File: src/rtl/clk_div_monitor.sv
`default_nettype none
// clk_div_monitor -- measures high/low/period of a divided clock in reference cycles and
// reports period lock, expected-ratio mismatch and loss-of-toggle timeout. Rev 1.0
module clk_div_monitor #(
  parameter int CNT_W    = 8,
  parameter int LOCK_CNT = 4
) (
  input  logic             RST_EN,
  input  logic             I_REF_CLK,
  input  logic             MEAS_EN,
  input  logic             I_DIV_CLK,
  input  logic [7:0]       EXP_RATIO,
  output logic [CNT_W-1:0] O_HIGH,
  output logic [CNT_W-1:0] O_LOW,
  output logic [CNT_W:0]   O_PERIOD,
  output logic             O_VALID,
  output logic             O_LOCK,
  output logic             O_MISMATCH,
  output logic             O_TIMEOUT
);

  localparam logic [1:0] IDLE = 2'd0;
  localparam logic [1:0] SEEK = 2'd1;
  localparam logic [1:0] HIGH = 2'd2;
  localparam logic [1:0] LOW  = 2'd3;

  localparam int               CMP_W    = (CNT_W + 1 > 8) ? CNT_W + 1 : 8;
  localparam logic [CNT_W-1:0] CNT_MAX  = '1;
  localparam logic [CNT_W-1:0] CNT_ONE  = CNT_W'(1);
  localparam logic [3:0]       LOCK_TGT = 4'(LOCK_CNT);

  logic             s1, s2, s3;
  logic             rise_d, fall_d, edge_d;
  logic [CNT_W-1:0] cnt, hi_tmp;
  logic [CNT_W:0]   period_new, prev_period;
  logic [CMP_W-1:0] period_cmp, exp_cmp;
  logic [3:0]       match_cnt, match_next;
  logic             have_prev;
  logic [1:0]       state, state_next;
  logic             sat, publish, latch_hi, timeout_ev, lock_next, mismatch_next;

  // Edge flags are registered, so the FSM acts one cycle after the history flop.
  always_ff @(posedge I_REF_CLK or negedge RST_EN) begin
    if (!RST_EN) begin
      s1     <= 1'b0;
      s2     <= 1'b0;
      s3     <= 1'b0;
      rise_d <= 1'b0;
      fall_d <= 1'b0;
    end else begin
      s1     <= I_DIV_CLK;
      s2     <= s1;
      s3     <= s2;
      rise_d <= s2 & ~s3;
      fall_d <= ~s2 & s3;
    end
  end

  assign edge_d = rise_d | fall_d;
  assign sat    = (cnt == CNT_MAX) && !edge_d;

  always_ff @(posedge I_REF_CLK or negedge RST_EN) begin
    if (!RST_EN)
      cnt <= '0;
    else if (edge_d)
      cnt <= CNT_ONE;
    else if (cnt != CNT_MAX)
      cnt <= cnt + CNT_ONE;
  end

  always_ff @(posedge I_REF_CLK or negedge RST_EN) begin
    if (!RST_EN)
      state <= IDLE;
    else
      state <= state_next;
  end

  always_comb begin
    state_next = state;
    if (!MEAS_EN) begin
      state_next = IDLE;
    end else begin
      case (state)
        IDLE:    state_next = SEEK;
        SEEK:    if (rise_d) state_next = HIGH;
        HIGH:    if (fall_d) state_next = LOW;  else if (sat) state_next = SEEK;
        LOW:     if (rise_d) state_next = HIGH; else if (sat) state_next = SEEK;
        default: state_next = IDLE;
      endcase
    end
  end

  always_comb begin
    publish    = MEAS_EN && (state == LOW) && rise_d;
    latch_hi   = MEAS_EN && (state == HIGH) && fall_d;
    timeout_ev = MEAS_EN && (state != IDLE) && sat;
    period_new = {1'b0, hi_tmp} + {1'b0, cnt};
    period_cmp = CMP_W'(period_new);
    exp_cmp    = CMP_W'(EXP_RATIO);
    if (!have_prev)
      match_next = 4'd0;
    else if (period_new == prev_period)
      match_next = (match_cnt == LOCK_TGT) ? match_cnt : match_cnt + 4'd1;
    else
      match_next = 4'd0;
    lock_next     = (match_next == LOCK_TGT);
    mismatch_next = lock_next && (|EXP_RATIO) && (period_cmp != exp_cmp);
  end

  // Deasserting MEAS_EN wins over a publish or timeout in the same cycle.
  always_ff @(posedge I_REF_CLK or negedge RST_EN) begin
    if (!RST_EN) begin
      hi_tmp      <= '0;
      prev_period <= '0;
      match_cnt   <= 4'd0;
      have_prev   <= 1'b0;
      O_HIGH      <= '0;
      O_LOW       <= '0;
      O_PERIOD    <= '0;
      O_VALID     <= 1'b0;
      O_LOCK      <= 1'b0;
      O_MISMATCH  <= 1'b0;
      O_TIMEOUT   <= 1'b0;
    end else begin
      O_VALID <= 1'b0;
      if (!MEAS_EN) begin
        match_cnt  <= 4'd0;
        have_prev  <= 1'b0;
        O_LOCK     <= 1'b0;
        O_MISMATCH <= 1'b0;
        O_TIMEOUT  <= 1'b0;
      end else begin
        if (latch_hi)
          hi_tmp <= cnt;
        if (publish) begin
          O_HIGH      <= hi_tmp;
          O_LOW       <= cnt;
          O_PERIOD    <= period_new;
          O_VALID     <= 1'b1;
          O_TIMEOUT   <= 1'b0;
          O_LOCK      <= lock_next;
          O_MISMATCH  <= mismatch_next;
          match_cnt   <= match_next;
          prev_period <= period_new;
          have_prev   <= 1'b1;
        end else if (timeout_ev) begin
          O_TIMEOUT <= 1'b1;
          O_LOCK    <= 1'b0;
          match_cnt <= 4'd0;
          have_prev <= 1'b0;
        end
      end
    end
  end

endmodule
`default_nettype wire

File: config.mk
export PLATFORM = sky130hd
export DESIGN_NAME = clk_div_monitor
export DESIGN_NICKNAME = d
export VERILOG_FILES = /design/src/rtl/clk_div_monitor.sv
export SDC_FILE = /design/constraint.sdc
export NUM_CORES = 1
export LEC_CHECK = 0
export ABC_AREA = 1
export BUFFER_PORTS_ARGS = -buffer_cell sky130_fd_sc_hd__buf_4
export CORE_MARGIN = 4
export CORE_UTILIZATION = 40
export DETAILED_ROUTE_END_ITERATION = 16
export PLACE_DENSITY = 0.6
export SETUP_SLACK_MARGIN = 0.5
export SYNTH_ARGS = -nofsm -noshare
export SYNTH_HDL_FRONTEND = slang
export SYNTH_SLANG_ARGS = --single-unit
File: constraint.sdc
create_clock -name I_REF_CLK -period 3.53 [get_ports I_REF_CLK]
set_input_delay 0.5295 -clock I_REF_CLK [delete_from_list [all_inputs] [get_ports I_REF_CLK]]
set_output_delay 0.5295 -clock I_REF_CLK [all_outputs]
set_load 0.01 [all_outputs]
# ---- Word level (Yosys, flattened, before mapping)
# Index checks and enable logic that the tools add are counted.
dict set report word_totals {
  output_inout_bits 29
  reg_bits 57
}
dict set report classes {
  eq_ne 12
  bitwise 5
  muxes 26
  reduce_logical 16
  n_addsub 3
}
# op n
set ops {}
lappend ops {{$mux 4} 6}
lappend ops {{$mux 8} 2}
lappend ops {{$mux 1} 12}
lappend ops {{$mux 2} 5}
lappend ops {{$add 8x8->9} 1}
lappend ops {{$eq 9x9->1} 1}
lappend ops {{$logic_and 1x1->1} 9}
lappend ops {{$ne 9x8->1} 1}
lappend ops {{$add 8x1->8 const B} 1}
lappend ops {{$eq 4x3->1 const B} 2}
lappend ops {{$eq 8x8->1 const B} 1}
lappend ops {{$ne 8x8->1 const B} 1}
lappend ops {{$pmux 2 s4} 1}
lappend ops {{$reduce_or 8->1} 1}
lappend ops {{$add 4x1->4 const B} 1}
lappend ops {{$eq 2x2->1 const B} 2}
lappend ops {{$reduce_and 2->1} 2}
lappend ops {{$reduce_bool 2->1} 2}
lappend ops {{$ne 3x1->1 const B} 1}
lappend ops {{$ne 3x3->1 const B} 1}
lappend ops {{$and 1x1->1} 2}
lappend ops {{$eq 2x1->1 const B} 1}
lappend ops {{$logic_not 2->1} 1}
lappend ops {{$ne 2x1->1 const B} 1}
lappend ops {{3 further kinds} 4}

# ---- Logic depth before layout (Yosys ltp)
dict set report depth {
  ltp_word 9
  ltp_mapped 17
}

# ---- Worst setup path before layout
# OpenSTA, ideal clock, no wires.
dict set report synth_path {
  path_kind {reg2reg}
  start {register cnt[0]}
  end {register match_cnt[0]}
  setup_ps 65
  required_ps 3465
  path_stages_with_launch 13
  arrival_ps 1940
  path_slack_ps 1525
  path_buffers 0
  cell_sequence {dfrtp_1 > ha_1 > inv_1 > fa_1 > xor2_1 > nand2_1 > nor2_1 > nand2_1 > nor2_1 > nand2_1 > nor2b_4 > nand4_1 > nand2_1}
}
dict set report synth_via {
  elab_chain_cells 6
}
# element line
set synth_lines {}
lappend synth_lines {{start, declared} 34} ;# logic [CNT_W-1:0] cnt, hi_tmp;
lappend synth_lines {{start signal, assigned} 68} ;# cnt <= cnt + CNT_ONE;
lappend synth_lines {{$add 8x8->9} 97} ;# period_new = {1'b0, hi_tmp} + {1'b0, cnt};
lappend synth_lines {{$eq 9x9->1} 102} ;# else if (period_new == prev_period)
lappend synth_lines {{$mux 4} 102}
lappend synth_lines {{$mux 4} 100} ;# if (!have_prev)
lappend synth_lines {{$mux 4} 135} ;# if (publish) begin
lappend synth_lines {{$mux 4} 126} ;# if (!MEAS_EN) begin
lappend synth_lines {{end signal, assigned} 143} ;# match_cnt <= match_next;
lappend synth_lines {{end, declared} 37} ;# logic [3:0] match_cnt, match_next;
# Parallel ways exist; a longest one is shown, timed or not.
# A chain may end at the register's enable or synchronous reset.

# ---- Worst setup path in the final report
dict set report layout_path {
  start {register cnt[0]}
  end {register O_MISMATCH}
}
dict set report layout_via {
  elab_chain_cells 9
}
# element line
set layout_lines {}
lappend layout_lines {{$add 8x8->9 (*)} 97}
lappend layout_lines {{$eq 9x9->1} 102}
lappend layout_lines {{$mux 4} 102}
lappend layout_lines {{$mux 4} 100}
lappend layout_lines {{$eq 4x3->1} 106} ;# lock_next = (match_next == LOCK_TGT);
lappend layout_lines {{$logic_and 1x1->1} 107} ;# mismatch_next = lock_next && (|EXP_RATIO) && (period_cmp != exp_cmp);
lappend layout_lines {{$logic_and 1x1->1 (*)} 107}
lappend layout_lines {{$mux 1 (*)} 135}
lappend layout_lines {{$mux 1 (*)} 126}
lappend layout_lines {{end signal, assigned} 142} ;# O_MISMATCH <= mismatch_next;
lappend layout_lines {{end, declared} 18} ;# output logic O_MISMATCH,
# Every way passes the cells marked *; elsewhere a longest branch is shown, timed or not. The select of a mux whose other input is x is not followed.

==> flow_summary.ini <==
[power_and_ir_drop]
internal_power_mw = 1.41
ir_drop_mv = 0.257
p_total_mw = 2.11
power.net_switching_uw = 696
p_per_area_mw_per_mm2 = 565
switching_share_pct = 33.0
p_leak_nw = 1.98
p_clk_share_pct = 32.7
comb_power_share_pct = 27.8
seqPwrFrac_pct = 39.5

[synthesis]
synth_area_per_cell_um2 = 7.66
synthCells = 405
synth_edf_count = 0
yosys_register_bits = 57
ys_seq_area_share_pct = 45.9
yosys_warnings = 0
synth_async_sr_flop_share_pct = 100
synth_area_leaders = dfrtp_1, nand2_1, nand3_1, inv_1, o21ai_0
synth_top_area_share_pct = 45.9
synth_top_area_cell = dfrtp_1
ys_types = 28
syn_area_mm2 = 0.00310
synth-main-ff-cell = dfrtp_1
syn-num-nets = 429

[global_route]
first_global_vias = 2693
grt_max_degree = 58
grt_overflow = 0
gr-usage-all-layers_pct = 17.7
grt_pass1_wl_um = 12500
antenna_found_initial = 0

[placed_design]
dp_cells = 539
dpl_cell_area_mm2 = 0.00351
io_buffers = 40
hpwl_um = 5280
dp_worst_setup_slack_ns = 1.32
gp_congestion = 0.912

[worst_setup_path]
worstSetupPathType = flop to flop
cp_slowest_cell = fa_1
cp.required_ns = 3.77
end_kind = flop
path_cells = ha_1 > inv_1 > fa_1 > xor2_1 > nand3_1 > nor2_1 > nand3_1 > nor2_1 > nand3_1 > nand2_1 > inv_1 > nand2_1 > nand2_1
critPathLaunchType = flop
max_stage_delay_ns = 0.54
crit_fanout = 5
arrival_ns = 2.48

[floorplanning]
die_area_mm2 = 0.00923
die_h_um = 96.1
rows = 31
initial_core_util_pct = 41.9
io_pins = 41
core_area_mm2 = 0.00741
fp.dieW_um = 96.1

[clock_network]
root_buffer = clkbuf_8
path_clk_slew_ns = 0.07
cts_resized = 0
cts_tree = built
cts_buffers = 9
cts_hold_buffers = 0
htreeDepth = 3
cts.sinks = 57
cts_buffer_depth = 2
clock_latency_ns = 0.35
post_cts_buffers = 0

[final_layout]
post-route-cell-area_mm2 = 0.00373
final_cell_count_no_fill = 555
multi_input_area_mm2 = 0.00145
antennaDiodeCount = 0
seqCellArea_mm2 = 0.00143
utilization_pct = 50.4
drive_gt1_share_pct = 14.0
num-nets-final = 475
syn_to_final_growth_pct = 20.2
fillers = 732

[timing]
setup_viol_count_final = 0
hold_violations = 0
hold_slack_ns = 0.219
fmax_mhz = 446
setup_tns_ns = 0
worst_slack_ns = 1.29
period_minus_slack_ns = 2.24
rsz0062_at_grt = no
clock_skew_ns = 0.00559
worst_pin_slew_ns = 0.718
slew_viol_final = 0
relSlewSlack_pct = 52.2
post-route-period-util_pct = 63.6

[routing]
drtIter0Drc = 112
drc = 0
totalWireLength_um = 7080
drt-vias-per-instance = 4.94
ant_nets = 0
wl_per_cell_um = 12.8
first_pass_iters = 4
via_count = 2742

[status]
status = finished clean

[flow_run]
cap_viol_max_count = 0

[hold_path]
min_path_type = primary input to async pin
==> metal layers <==
metal  part of all wire, %  global-route usage [%]  vias up
met1                    47                    23.5     1257
met3                   5.2                    4.07       14
li1                      -                       -     1408
met5                     0                       0        -
met2                    46                    27.2       63
met4                   2.0                    8.41        0
==> worst max-delay path, delay by kind of cell (launching register included) <==
kind,cells,cell delay [ns]
buffers and inverters,2,0.12
flip-flops,1,0.42
XOR/XNOR,1,0.17
AND/OR/NAND/NOR,8,0.68
adder cells (fa/ha/maj),2,0.77
==> power groups by stage <==
stage          clock network [mW]  registers (mW)  logic (mW)
3_3_place_gp                    0           0.842       0.583
3_5_place_dp                    0           0.845       0.591
6_report                    0.690           0.833       0.586
5_1_grt                     0.741           0.849       0.680
2_1_floorplan                   0           0.850       0.367
4_1_cts                     0.711           0.833       0.593
==> cells in the mapped netlist (2+ instances only) <==
library cell and n:
nor3_1 3, a21oi_1 9, nand3_1 44, o21ai_0 35, xor2_1 5, clkbuf_1 5, nor4_1 3, xnor2_1 2
nand4_1 7, nand3_2 3, nor2_1 28, dfrtp_1 57, nor2_2 2, a31oi_1 3, inv_1 53, nand2_2 2
nand3b_1 4, ha_1 11, nand2_1 120
==> area by class of cell <==
| cell class | instances | share of cell area (%) |
|---|---|---|
| repair buffers | 41 | 8.25 |
| multi-input cells | 288 | 38.9 |
| clock inverters | 5 | 2.11 |
| inverters | 54 | 5.43 |
| well taps | 99 | 3.32 |
| flip-flops and latches | 57 | 38.2 |
| clock buffers | 11 | 3.79 |
==> cell families after synthesis <==
kind of cell,synth area share [%]
xor+xnor,1.98
flops,45.9
fa+ha+maj,5.08
compound gates,9.03
simple gates,30.7
buf+inv,7.30
==> flip-flops by register name (all words and copies together), names as in the netlist, 2 cells and up <==
signal       count
O_HIGH           8
O_LOW            8
cnt              8
hi_tmp           8
match_cnt        4
prev_period      9
state            2
==> worst paths after layout <==
path	startpoint	endpoint	slack, ns	cells past startpoint
max in group asynchronous	RST_EN	O_HIGH[2]	2.82	1
worst min register to register	s1	s2	0.36	0
worst max register to register	cnt[0]	O_MISMATCH	1.29	13
min in group I_REF_CLK	I_DIV_CLK	s1	0.29	1
worst max-delay path	cnt[0]	O_MISMATCH	1.29	13
worst min-delay path	RST_EN	prev_period[0]	0.22	1
==> cells in the final DEF, fill, tap and decap left out <==
cell type and n:
a211oi_1 1, a21oi_1 9, a31oi_1 3, buf_4 41, bufinv_16 2, clkbuf_1 1, clkbuf_8 10, clkinv_1 1
clkinv_2 2, clkinv_4 1, dfrtp_1 57, fa_1 1, ha_1 11, inv_1 53, nand2_1 120, nand2_2 2
nand3_1 44, nand3_2 3, nand3b_1 4, nand4_1 7, nor2_1 28, nor2_2 2, nor2b_4 1, nor3_1 3
nor4_1 3, o2111a_1 1, o211ai_1 1, o21ai_0 35, o22ai_1 1, o31a_1 1, xnor2_1 2, xor2_1 5
Note: power is estimated with default switching activity, not from simulation.
